[config.mk]
export PLATFORM = sky130hd
export DESIGN_NAME = spi_regmap_burst_flat
export DESIGN_NICKNAME = d
export VERILOG_FILES = /design/src/rtl/spi_regmap_burst_if.sv /design/src/rtl/spi_regmap_burst.sv /design/src/flat_wrapper.sv
export SDC_FILE = /design/constraint.sdc
export NUM_CORES = 2
export LEC_CHECK = 0
export ABC_AREA = 1
export ABC_CLOCK_PERIOD_IN_PS = 49900
export CAP_MARGIN = 15
export CORE_AREA = 2 2 410 412
export CTS_BUF_LIST = sky130_fd_sc_hd__clkbuf_4 sky130_fd_sc_hd__clkbuf_8
export CTS_CLUSTER_SIZE = 25
export DETAILED_ROUTE_END_ITERATION = 7
export DIE_AREA = 0 0 412 414
export GPL_TIMING_DRIVEN = 0
export PLACE_DENSITY = 0.61
export SLEW_MARGIN = 20
export SYNTH_ARGS = -nofsm -noshare
export SYNTH_HDL_FRONTEND = slang
export SYNTH_SLANG_ARGS = --single-unit
[constraint.sdc]
create_clock -name clk_i -period 49.9 [get_ports clk_i]
set_input_delay 9.98 -clock clk_i [delete_from_list [all_inputs] [get_ports clk_i]]
set_output_delay 9.98 -clock clk_i [all_outputs]
set_load 0.01 [all_outputs]
[src/rtl/spi_regmap_burst_if.sv]
// Bus bundle for spi_regmap_burst: SPI pins, config/status buses and
// write/abort notifications. The register map is the slave side.
interface spi_regmap_burst_if #(
    parameter int ADDR_WIDTH     = 7,
    parameter int DATA_WIDTH     = 8,
    parameter int NUM_CONFIG_REG = 96,
    parameter int NUM_STATUS_REG = 32
);
    logic                                 sck_i;
    logic                                 sdi_i;
    logic                                 cs_ni;
    logic                                 sdo_o;
    logic                                 sdo_oe_o;
    logic [DATA_WIDTH*NUM_CONFIG_REG-1:0] config_bus_o;
    logic [DATA_WIDTH*NUM_STATUS_REG-1:0] status_bus_i;
    logic                                 wr_strobe_o;
    logic [ADDR_WIDTH-1:0]                wr_addr_o;
    logic                                 abort_o;

    modport slave (
        input  sck_i, sdi_i, cs_ni, status_bus_i,
        output sdo_o, sdo_oe_o, config_bus_o, wr_strobe_o, wr_addr_o, abort_o
    );

    modport master (
        output sck_i, sdi_i, cs_ni, status_bus_i,
        input  sdo_o, sdo_oe_o, config_bus_o, wr_strobe_o, wr_addr_o, abort_o
    );
endinterface

[src/rtl/spi_regmap_burst.sv]
// Oversampled SPI mode-0 slave with a burst-capable config/status register
// map. Everything runs on clk_i; SPI pins are synchronised and edge-detected.
//
// state   | meaning
// --------+---------------------------------------------------------------
// S_IDLE  | CS deasserted; waiting for CS fall, status snapshot taken then
// S_INST  | waiting for the first SCK rise (instruction bit)
// S_ADDR  | shifting in the address field
// S_WDATA | shifting in write words, committing each one as it completes
// S_RDATA | shifting out read words from the auto-incrementing address
module spi_regmap_burst #(
    parameter int                    ADDR_WIDTH     = 7,
    parameter int                    DATA_WIDTH     = 8,
    parameter int                    NUM_CONFIG_REG = 96,
    parameter int                    NUM_STATUS_REG = 32,
    parameter logic [DATA_WIDTH-1:0] CONFIG_RESET   = '0,
    parameter int                    SYNC_STAGES    = 2
) (
    input logic               clk_i,
    input logic               rst_i,
    spi_regmap_burst_if.slave bus
);

    localparam int LP_NUM_REGS   = NUM_CONFIG_REG + NUM_STATUS_REG;
    localparam int LP_SHIFT_W    = (ADDR_WIDTH > DATA_WIDTH) ? ADDR_WIDTH : DATA_WIDTH;
    localparam int LP_CNT_W      = $clog2(LP_SHIFT_W + 1);
    localparam int LP_CFG_IDX_W  = (NUM_CONFIG_REG > 1) ? $clog2(NUM_CONFIG_REG) : 1;
    localparam int LP_STS_IDX_W  = (NUM_STATUS_REG > 1) ? $clog2(NUM_STATUS_REG) : 1;

    localparam logic [ADDR_WIDTH:0]   LP_CFG_END   = (ADDR_WIDTH+1)'(NUM_CONFIG_REG);
    localparam logic [ADDR_WIDTH:0]   LP_REG_END   = (ADDR_WIDTH+1)'(LP_NUM_REGS);
    localparam logic [ADDR_WIDTH-1:0] LP_LAST_ADDR = ADDR_WIDTH'(LP_NUM_REGS - 1);
    localparam logic [LP_CNT_W-1:0]   LP_ADDR_BITS = LP_CNT_W'(ADDR_WIDTH);
    localparam logic [LP_CNT_W-1:0]   LP_DATA_LAST = LP_CNT_W'(DATA_WIDTH - 1);

    typedef enum logic [2:0] {
        S_IDLE  = 3'd0,
        S_INST  = 3'd1,
        S_ADDR  = 3'd2,
        S_WDATA = 3'd3,
        S_RDATA = 3'd4
    } state_t;

    state_t r_state;
    state_t w_state_nxt;

    logic [SYNC_STAGES-1:0] r_sck_sync;
    logic [SYNC_STAGES-1:0] r_sdi_sync;
    logic [SYNC_STAGES-1:0] r_cs_sync;
    logic                   r_sck_prev;
    logic                   r_cs_prev;

    logic [DATA_WIDTH-1:0]  r_config [NUM_CONFIG_REG];
    logic [DATA_WIDTH-1:0]  r_snap   [NUM_STATUS_REG];
    logic [LP_SHIFT_W-2:0]  r_shift;
    logic [LP_CNT_W-1:0]    r_bit_cnt;
    logic                   r_write;
    logic [ADDR_WIDTH-1:0]  r_cur_addr;
    logic [DATA_WIDTH-1:0]  r_tx;
    logic                   r_wr_strobe;
    logic [ADDR_WIDTH-1:0]  r_wr_addr;
    logic                   r_abort;

    logic                   w_sck;
    logic                   w_sdi;
    logic                   w_cs_n;
    logic                   w_sck_rise;
    logic                   w_sck_fall;
    logic                   w_cs_fall;
    logic                   w_cs_rise;
    logic [ADDR_WIDTH-1:0]  w_addr_word;
    logic [DATA_WIDTH-1:0]  w_data_word;
    logic                   w_hdr_done;
    logic                   w_word_done;
    logic [ADDR_WIDTH-1:0]  w_addr_inc;
    logic [ADDR_WIDTH-1:0]  w_rd_addr;
    logic [DATA_WIDTH-1:0]  w_rd_word;
    logic                   w_cfg_hit;
    logic                   w_sdo;
    logic                   w_sdo_oe;

    // Synchronise the SPI pins and keep the previous synced value for edges.
    always_ff @(posedge clk_i) begin
        if (rst_i) begin
            r_sck_sync <= '0;
            r_sdi_sync <= '0;
            r_cs_sync  <= '0;
            r_sck_prev <= 1'b0;
            r_cs_prev  <= 1'b0;
        end else begin
            r_sck_sync <= {r_sck_sync[SYNC_STAGES-2:0], bus.sck_i};
            r_sdi_sync <= {r_sdi_sync[SYNC_STAGES-2:0], bus.sdi_i};
            r_cs_sync  <= {r_cs_sync[SYNC_STAGES-2:0], bus.cs_ni};
            r_sck_prev <= r_sck_sync[SYNC_STAGES-1];
            r_cs_prev  <= r_cs_sync[SYNC_STAGES-1];
        end
    end

    assign w_sck      = r_sck_sync[SYNC_STAGES-1];
    assign w_sdi      = r_sdi_sync[SYNC_STAGES-1];
    assign w_cs_n     = r_cs_sync[SYNC_STAGES-1];
    assign w_sck_rise = w_sck & ~r_sck_prev;
    assign w_sck_fall = ~w_sck & r_sck_prev;
    assign w_cs_fall  = ~w_cs_n & r_cs_prev;
    assign w_cs_rise  = w_cs_n & ~r_cs_prev;

    // The bit arriving on this rise completes the address/data word.
    assign w_addr_word = {r_shift[ADDR_WIDTH-2:0], w_sdi};
    assign w_data_word = {r_shift[DATA_WIDTH-2:0], w_sdi};
    assign w_hdr_done  = w_sck_rise && (r_state == S_ADDR) && (r_bit_cnt == LP_ADDR_BITS);
    assign w_word_done = w_sck_rise && ((r_state == S_WDATA) || (r_state == S_RDATA))
                         && (r_bit_cnt == LP_DATA_LAST);
    assign w_addr_inc  = (r_cur_addr == LP_LAST_ADDR) ? '0 : r_cur_addr + ADDR_WIDTH'(1);
    assign w_cfg_hit   = {1'b0, r_cur_addr} < LP_CFG_END;

    // First word of a read comes from the fresh address, later ones from the next address.
    assign w_rd_addr   = (r_state == S_ADDR) ? w_addr_word : w_addr_inc;

    // Read word lookup: config, frozen snapshot, or zero for unmapped space.
    always_comb begin
        w_rd_word = '0;
        if ({1'b0, w_rd_addr} < LP_CFG_END) begin
            w_rd_word = r_config[LP_CFG_IDX_W'(w_rd_addr)];
        end else if ({1'b0, w_rd_addr} < LP_REG_END) begin
            w_rd_word = r_snap[LP_STS_IDX_W'(w_rd_addr - ADDR_WIDTH'(NUM_CONFIG_REG))];
        end
    end

    // State register.
    always_ff @(posedge clk_i) begin
        if (rst_i) begin
            r_state <= S_IDLE;
        end else begin
            r_state <= w_state_nxt;
        end
    end

    // Next-state logic; CS deassertion returns to idle from anywhere.
    always_comb begin
        w_state_nxt = r_state;
        case (r_state)
            S_IDLE:  if (w_cs_fall)  w_state_nxt = S_INST;
            S_INST:  if (w_sck_rise) w_state_nxt = S_ADDR;
            S_ADDR:  if (w_hdr_done) w_state_nxt = r_write ? S_WDATA : S_RDATA;
            default: w_state_nxt = r_state;
        endcase
        if (w_cs_rise) begin
            w_state_nxt = S_IDLE;
        end
    end

    // Output drive: SDO only during the read data phase, dropped on the CS rise cycle.
    always_comb begin
        w_sdo_oe = (r_state == S_RDATA) && !w_cs_rise;
        w_sdo    = w_sdo_oe & r_tx[DATA_WIDTH-1];
    end

    // Shifting, address tracking, register writes, snapshot and abort reporting.
    always_ff @(posedge clk_i) begin
        if (rst_i) begin
            for (int k = 0; k < NUM_CONFIG_REG; k++) r_config[k] <= CONFIG_RESET;
            for (int k = 0; k < NUM_STATUS_REG; k++) r_snap[k] <= '0;
            r_shift     <= '0;
            r_bit_cnt   <= '0;
            r_write     <= 1'b0;
            r_cur_addr  <= '0;
            r_tx        <= '0;
            r_wr_strobe <= 1'b0;
            r_wr_addr   <= '0;
            r_abort     <= 1'b0;
        end else begin
            r_wr_strobe <= 1'b0;
            r_abort     <= 1'b0;
            if (r_state == S_IDLE) begin
                r_bit_cnt <= '0;
                if (w_cs_fall) begin
                    for (int k = 0; k < NUM_STATUS_REG; k++)
                        r_snap[k] <= bus.status_bus_i[k*DATA_WIDTH +: DATA_WIDTH];
                end
            end else if (w_sck_rise) begin
                r_shift <= {r_shift[LP_SHIFT_W-3:0], w_sdi};
                case (r_state)
                    S_INST: begin
                        r_write   <= w_sdi;
                        r_bit_cnt <= LP_CNT_W'(1);
                    end
                    S_ADDR: begin
                        if (w_hdr_done) begin
                            r_bit_cnt  <= '0;
                            r_cur_addr <= w_addr_word;
                            r_tx       <= w_rd_word;
                        end else begin
                            r_bit_cnt <= r_bit_cnt + LP_CNT_W'(1);
                        end
                    end
                    S_WDATA: begin
                        if (w_word_done) begin
                            r_bit_cnt  <= '0;
                            r_cur_addr <= w_addr_inc;
                            if (w_cfg_hit) begin
                                r_config[LP_CFG_IDX_W'(r_cur_addr)] <= w_data_word;
                                r_wr_strobe <= 1'b1;
                                r_wr_addr   <= r_cur_addr;
                            end
                        end else begin
                            r_bit_cnt <= r_bit_cnt + LP_CNT_W'(1);
                        end
                    end
                    S_RDATA: begin
                        if (w_word_done) begin
                            r_bit_cnt  <= '0;
                            r_cur_addr <= w_addr_inc;
                            r_tx       <= w_rd_word;
                        end else begin
                            r_bit_cnt <= r_bit_cnt + LP_CNT_W'(1);
                        end
                    end
                    default: r_bit_cnt <= r_bit_cnt;
                endcase
            end else if (w_sck_fall && (r_state == S_RDATA) && (r_bit_cnt != '0)) begin
                // A zero count means a word was just loaded; its MSB must stay put.
                r_tx <= {r_tx[DATA_WIDTH-2:0], 1'b0};
            end
            if (w_cs_rise && (r_state != S_IDLE)) begin
                r_bit_cnt <= '0;
                r_abort   <= (r_bit_cnt != '0) && !w_hdr_done && !w_word_done;
            end
        end
    end

    genvar g;
    generate
        for (g = 0; g < NUM_CONFIG_REG; g++) begin : g_cfg_bus
            assign bus.config_bus_o[g*DATA_WIDTH +: DATA_WIDTH] = r_config[g];
        end
    endgenerate

    assign bus.sdo_o       = w_sdo;
    assign bus.sdo_oe_o    = w_sdo_oe;
    assign bus.wr_strobe_o = r_wr_strobe;
    assign bus.wr_addr_o   = r_wr_addr;
    assign bus.abort_o     = r_abort;

endmodule
[src/flat_wrapper.sv]
// flat-port wrapper written by rule: the top's interface ports become plain ports
module spi_regmap_burst_flat 
#(
    parameter int                    ADDR_WIDTH     = 7,
    parameter int                    DATA_WIDTH     = 8,
    parameter int                    NUM_CONFIG_REG = 96,
    parameter int                    NUM_STATUS_REG = 32,
    parameter logic [DATA_WIDTH-1:0] CONFIG_RESET   = '0,
    parameter int                    SYNC_STAGES    = 2
)
  (clk_i, rst_i, bus_sck_i, bus_sdi_i, bus_cs_ni, bus_status_bus_i, bus_sdo_o, bus_sdo_oe_o, bus_config_bus_o, bus_wr_strobe_o, bus_wr_addr_o, bus_abort_o);
  spi_regmap_burst_if #(.ADDR_WIDTH(ADDR_WIDTH), .DATA_WIDTH(DATA_WIDTH), .NUM_CONFIG_REG(NUM_CONFIG_REG), .NUM_STATUS_REG(NUM_STATUS_REG)) bus_i ();
  input logic clk_i;
  input logic rst_i;
  input wire logic [$bits(bus_i.sck_i)-1:0] bus_sck_i;
  input wire logic [$bits(bus_i.sdi_i)-1:0] bus_sdi_i;
  input wire logic [$bits(bus_i.cs_ni)-1:0] bus_cs_ni;
  input wire logic [$bits(bus_i.status_bus_i)-1:0] bus_status_bus_i;
  output wire logic [$bits(bus_i.sdo_o)-1:0] bus_sdo_o;
  output wire logic [$bits(bus_i.sdo_oe_o)-1:0] bus_sdo_oe_o;
  output wire logic [$bits(bus_i.config_bus_o)-1:0] bus_config_bus_o;
  output wire logic [$bits(bus_i.wr_strobe_o)-1:0] bus_wr_strobe_o;
  output wire logic [$bits(bus_i.wr_addr_o)-1:0] bus_wr_addr_o;
  output wire logic [$bits(bus_i.abort_o)-1:0] bus_abort_o;
  assign bus_i.sck_i = bus_sck_i;
  assign bus_i.sdi_i = bus_sdi_i;
  assign bus_i.cs_ni = bus_cs_ni;
  assign bus_i.status_bus_i = bus_status_bus_i;
  assign bus_sdo_o = bus_i.sdo_o;
  assign bus_sdo_oe_o = bus_i.sdo_oe_o;
  assign bus_config_bus_o = bus_i.config_bus_o;
  assign bus_wr_strobe_o = bus_i.wr_strobe_o;
  assign bus_wr_addr_o = bus_i.wr_addr_o;
  assign bus_abort_o = bus_i.abort_o;
  spi_regmap_burst #(.ADDR_WIDTH(ADDR_WIDTH), .DATA_WIDTH(DATA_WIDTH), .NUM_CONFIG_REG(NUM_CONFIG_REG), .NUM_STATUS_REG(NUM_STATUS_REG), .CONFIG_RESET(CONFIG_RESET), .SYNC_STAGES(SYNC_STAGES)) u_core (.clk_i(clk_i), .rst_i(rst_i), .bus(bus_i));
endmodule
==> tab_implementation.tex <==
\begin{tabular}{lr}
\hline
Metric & Value \\
\hline
\multicolumn{2}{l}{\textbf{Synthesis}} \\
Post-Syn Instances & 5761 \\
Yosys warning count & 0 \\
Fraction of synthesis flops using an asynchronous set or reset pin & 0 \\
Proportion of netlist area held by the largest area contributor & 0.589 \\
Number of enable-type register cells in the synthesized netlist & 1024 \\
Number of nets produced by synthesis & 6025 \\
Ranking of synthesized cells by area & sky130\_fd\_sc\_hd\_\_edfxtp\_1 59\%, sky130\_fd\_sc\_hd\_\_nand3\_1 8.5\%, sky130\_fd\_sc\_hd\_\_nor2\_1 8.1\% \\
Most frequently used flop master after synthesis & sky130\_fd\_sc\_hd\_\_edfxtp\_1 \\
Mean area per synthesized cell & 9.06 sq um \\
Cell taking the most area after synthesis & sky130\_fd\_sc\_hd\_\_edfxtp\_1 \\
Synth cell count leaders & 1124 x sky130\_fd\_sc\_hd\_\_nor2\_1, 1098 x sky130\_fd\_sc\_hd\_\_nand2\_1, 1024 x sky130\_fd\_sc\_hd\_\_edfxtp\_1, 890 x sky130\_fd\_sc\_hd\_\_nand3\_1, 730 x sky130\_fd\_sc\_hd\_\_inv\_1 \\
Most numerous cell in the Yosys netlist & sky130\_fd\_sc\_hd\_\_nor2\_1 \\
Sequential-to-total area share from yosys stat & 0.607 \\
Unique cell type count in the Yosys netlist & 39 \\
Post-synthesis sequential element count & 1071 \\
Post-Synthesis Cell Area & 0.0522 sq mm \\
\multicolumn{2}{l}{\textbf{Drt}} \\
ANT nets after route & 0 \\
Final WL & 338000 um \\
DRC viols & 0 \\
Wire length per cell after detailed routing & 36.1 um \\
Number of DRC violations after detailed-routing iteration 0 & 8784 \\
Via count & 52305 \\
Mean number of vias per cell & 5.58 \\
Number of detailed-route iterations in the first pass & 7 \\
\multicolumn{2}{l}{\textbf{Timing}} \\
Worst-case headroom to the max-slew limit & 0.123 \\
Worst Max-Slew Pin Slew & 1310 ps \\
Number of failing setup endpoints in the final timing report & 0 \\
Worst clock skew on the final layout & 57.3 ps \\
Total count of max-transition violations in the final report & 0 \\
Hold Vio Cnt, Final & 0 \\
Highest achievable clock rate & 75.6 MHz \\
Final hold slack & 407 ps \\
Fraction of the cycle the final worst path needs & 0.265 \\
Unrepaired setup endpoints after global routing & false \\
Time the worst path needs with I/O delays and setup & 13230 ps \\
Setup TNS & 0 ps \\
\multicolumn{2}{l}{\textbf{Placement}} \\
Input/output buffers & 1038 \\
Placed Instances & 9022 \\
Final GP Congestion & 1.06 \\
DPL Wire Length & 263000 um \\
\multicolumn{2}{l}{\textbf{Critical path}} \\
Kind of capture point of the worst setup path & register \\
Stage delay of the slowest cell on the critical path & 980 ps \\
Crit path required time & 50490 ps \\
Gate family responsible for the most delay along the worst path & simple AND/OR/NAND/NOR gates \\
Critical path peak fanout & 10 \\
Nature of the critical path startpoint & input port \\
Library cell appearing most often on the critical path & sky130\_fd\_sc\_hd\_\_nor2\_1 \\
CP max stage cell & sky130\_fd\_sc\_hd\_\_nor2\_1 \\
List of cells traversed by the critical path & clkbuf\_1 > nor2\_1 > inv\_1 > nor2\_1 > inv\_1 > nor2\_1 > buf\_2 > nand2\_1 > nand2\_1 \\
Buffers \& Inverters on Critical Path & 4 \\
Arrival time worst endpoint & 13820 ps \\
Setup slack on the worst flop-to-flop path & 44650 ps \\
Critical setup path kind & input port to register \\
\multicolumn{2}{l}{\textbf{Global routing}} \\
Pin count of the biggest net entering global routing & 28 \\
Via count of the first global-routing pass & 48585 \\
Wire length of the first global-routing pass & 434000 um \\
Overall global routing resource usage & 0.383 \\
GRT overflow & 0 \\
Antenna violations before repair & 26 \\
\multicolumn{2}{l}{\textbf{CTS}} \\
CTS tree & done \\
Setup Buffers After CTS & 0 \\
CTS Root Buffer Type & sky130\_fd\_sc\_hd\_\_clkbuf\_8 \\
Post-CTS Resized & 0 \\
Clock Sinks & 1071 \\
Source-to-sink clock delay at the later pin of the worst-skew pair & 970 ps \\
TritonCTS buffer count & 187 \\
Maximum level of the CTS H-tree & 4 \\
CTS Buffer Depth & 3 \\
CTS Hold Bufs & 0 \\
Reg clk slew, reported paths & 60 ps \\
\multicolumn{2}{l}{\textbf{Power}} \\
Combinational share of power & 0.257 \\
Switching share of total power & 0.357 \\
Worst vdd rail ir drop & 0.0293 mV \\
Psw & 922 uW \\
Post-route total power & 2.58 mW \\
Leakage & 27.7 nW \\
Internal portion of total power & 1.66 mW \\
Power density of the placed cells & 37.1 mW/mm\^{}2 \\
Sequential group share of total power & 0.419 \\
Clock share of power & 0.325 \\
\multicolumn{2}{l}{\textbf{Floorplanning}} \\
\# IOs & 1040 \\
Effective utilization at floorplan & 0.314 \\
Chip width & 412 um \\
\# rows & 150 \\
Chip height & 414 um \\
Area inside the core boundary & 0.166 sq mm \\
Die area & 0.171 sq mm \\
\multicolumn{2}{l}{\textbf{Final layout}} \\
Share of final-layout standard cells stronger than drive strength 1 & 0.0752 \\
Fill count & 16682 \\
Area growth, synth to finish & 33.5\% \\
Number of nets in the final layout & 7272 \\
Number of standard cells in the layout, taps in and fillers out & 9372 \\
\multicolumn{2}{l}{\textbf{Run}} \\
Max-Cap Viols & 0 \\
\multicolumn{2}{l}{\textbf{Min path}} \\
Tightest Hold Check Type & register to register \\
\multicolumn{2}{l}{\textbf{Status}} \\
Outcome & complete, no violations \\
\hline
\end{tabular}
[cell type report]
cell class / instances / area, sq um / share of cell area
Sequential cell: 1071 / 31700 / 0.455
Multi-Input combinational cell: 3557 / 16000 / 0.229
Timing Repair Buffer: 1058 / 10900 / 0.156
Clock buffer: 261 / 3160 / 0.0454
Inverter: 748 / 2810 / 0.0403
Tap cell: 2204 / 2760 / 0.0396
Buffer: 385 / 1790 / 0.0257
Clock inverter: 75 / 542 / 0.00778
Antenna cell: 13 / 32.5 / 0.000467
[routing by layer]
metal | global-route usage | routed length (um) | up-vias | share of wire
li1 | - | - | 21336 | -
met1 | 0.454 | 117000 | 25250 | 0.35
met2 | 0.564 | 143000 | 4560 | 0.42
met3 | 0.144 | 46900 | 1135 | 0.14
met4 | 0.285 | 31300 | 24 | 0.092
met5 | 0 | 188 | - | 0.00056
[worst paths after layout]
| kind | start | cells past startpoint | to |
|---|---|---|---|
| setup / recovery | rst_i | 9 | u_core.r_config[91][6] |
| hold / removal | u_core.r_sck_sync[0] | 2 | u_core.r_sck_sync[1] |
| setup reg to reg | u_core.r_sck_sync[1] | 12 | u_core.r_config[91][6] |
| hold reg to reg | u_core.r_sck_sync[0] | 2 | u_core.r_sck_sync[1] |
[registers in the layout, indices dropped and copies added, names as in the netlist, 2 cells and up]
signal                flops
u_core.r_cur_addr         7
u_core.r_bit_cnt          4
u_core.bus.wr_addr_o      7
u_core.r_config         768
u_core.r_sdi_sync         2
u_core.r_snap           256
u_core.r_cs_sync          2
u_core.r_tx               8
u_core.r_shift            7
u_core.r_state            3
u_core.r_sck_sync         2
[cells by family (layout without fill, tap and decap cells)]
family,Yosys count,count (layout),share of synthesized area
flops,1071,1071,0.607
simple gates,3403,3403,0.287
other cells,0,13,0
compound gates,149,149,0.0167
xor+xnor,2,2,0.000336
fa+ha+maj,3,3,0.000720
buf+inv,1133,2527,0.0874
[metrics by stage]
stage,utilization,cell area [sq um],setup WS [ps]
3_3_place_gp,0.393,65300,19200
5_1_grt,0.419,69600,36640
3_5_place_dp,0.396,65900,36090
2_1_floorplan,-,52200,28410
6_report,0.419,69600,36670
4_1_cts,0.418,69600,36640
[worst register-to-register path, delay by kind of cell (launching register included)]
| family | cells | cell delay, ps |
|---|---|---|
| AND/OR/NAND/NOR | 7 | 2850 |
| buffers and inverters | 5 | 1740 |
| flip-flops | 1 | 320 |
[power by group through the flow]
stage | registers, mW | logic (mW) | clock network [mW]
after floorplan | 1.10 | 0.265 | 0
after global placement | 1.11 | 0.620 | 0
after detailed placement | 1.10 | 0.630 | 0
after CTS | 1.08 | 0.632 | 0.834
after global routing | 1.08 | 0.671 | 0.872
final | 1.08 | 0.662 | 0.839
[layout by cell type, fill, tap and decap left out, types with 10 or more instances in the layout]
| cell | netlist | layout |
|---|---|---|
| sky130_fd_sc_hd__inv_2 | 15 | 15 |
| sky130_fd_sc_hd__clkinv_2 | 1 | 16 |
| sky130_fd_sc_hd__clkinv_1 | 2 | 44 |
| sky130_fd_sc_hd__nor2_1 | 1124 | 1119 |
| sky130_fd_sc_hd__buf_16 | 0 | 17 |
| sky130_fd_sc_hd__a21oi_1 | 37 | 37 |
| sky130_fd_sc_hd__o211ai_1 | 29 | 29 |
| sky130_fd_sc_hd__nand3b_1 | 274 | 274 |
| sky130_fd_sc_hd__edfxtp_1 | 1024 | 1024 |
| sky130_fd_sc_hd__inv_1 | 730 | 730 |
| sky130_fd_sc_hd__nand2_1 | 1098 | 1098 |
| sky130_fd_sc_hd__buf_1 | 49 | 41 |
| sky130_fd_sc_hd__clkbuf_4 | 0 | 69 |
| sky130_fd_sc_hd__buf_6 | 13 | 15 |
| sky130_fd_sc_hd__o21ai_0 | 40 | 39 |
| sky130_fd_sc_hd__diode_2 | 0 | 13 |
| sky130_fd_sc_hd__clkbuf_1 | 176 | 152 |
| sky130_fd_sc_hd__buf_4 | 10 | 10 |
| sky130_fd_sc_hd__dfxtp_1 | 47 | 47 |
| sky130_fd_sc_hd__clkbuf_2 | 0 | 25 |
| sky130_fd_sc_hd__buf_2 | 137 | 144 |
| sky130_fd_sc_hd__o21ai_1 | 28 | 27 |
| sky130_fd_sc_hd__clkbuf_8 | 0 | 192 |
| sky130_fd_sc_hd__nand3_1 | 890 | 890 |
| sky130_fd_sc_hd__clkdlybuf4s50_1 | 0 | 1038 |
No activity file was read; power rests on OpenSTA's default activity.
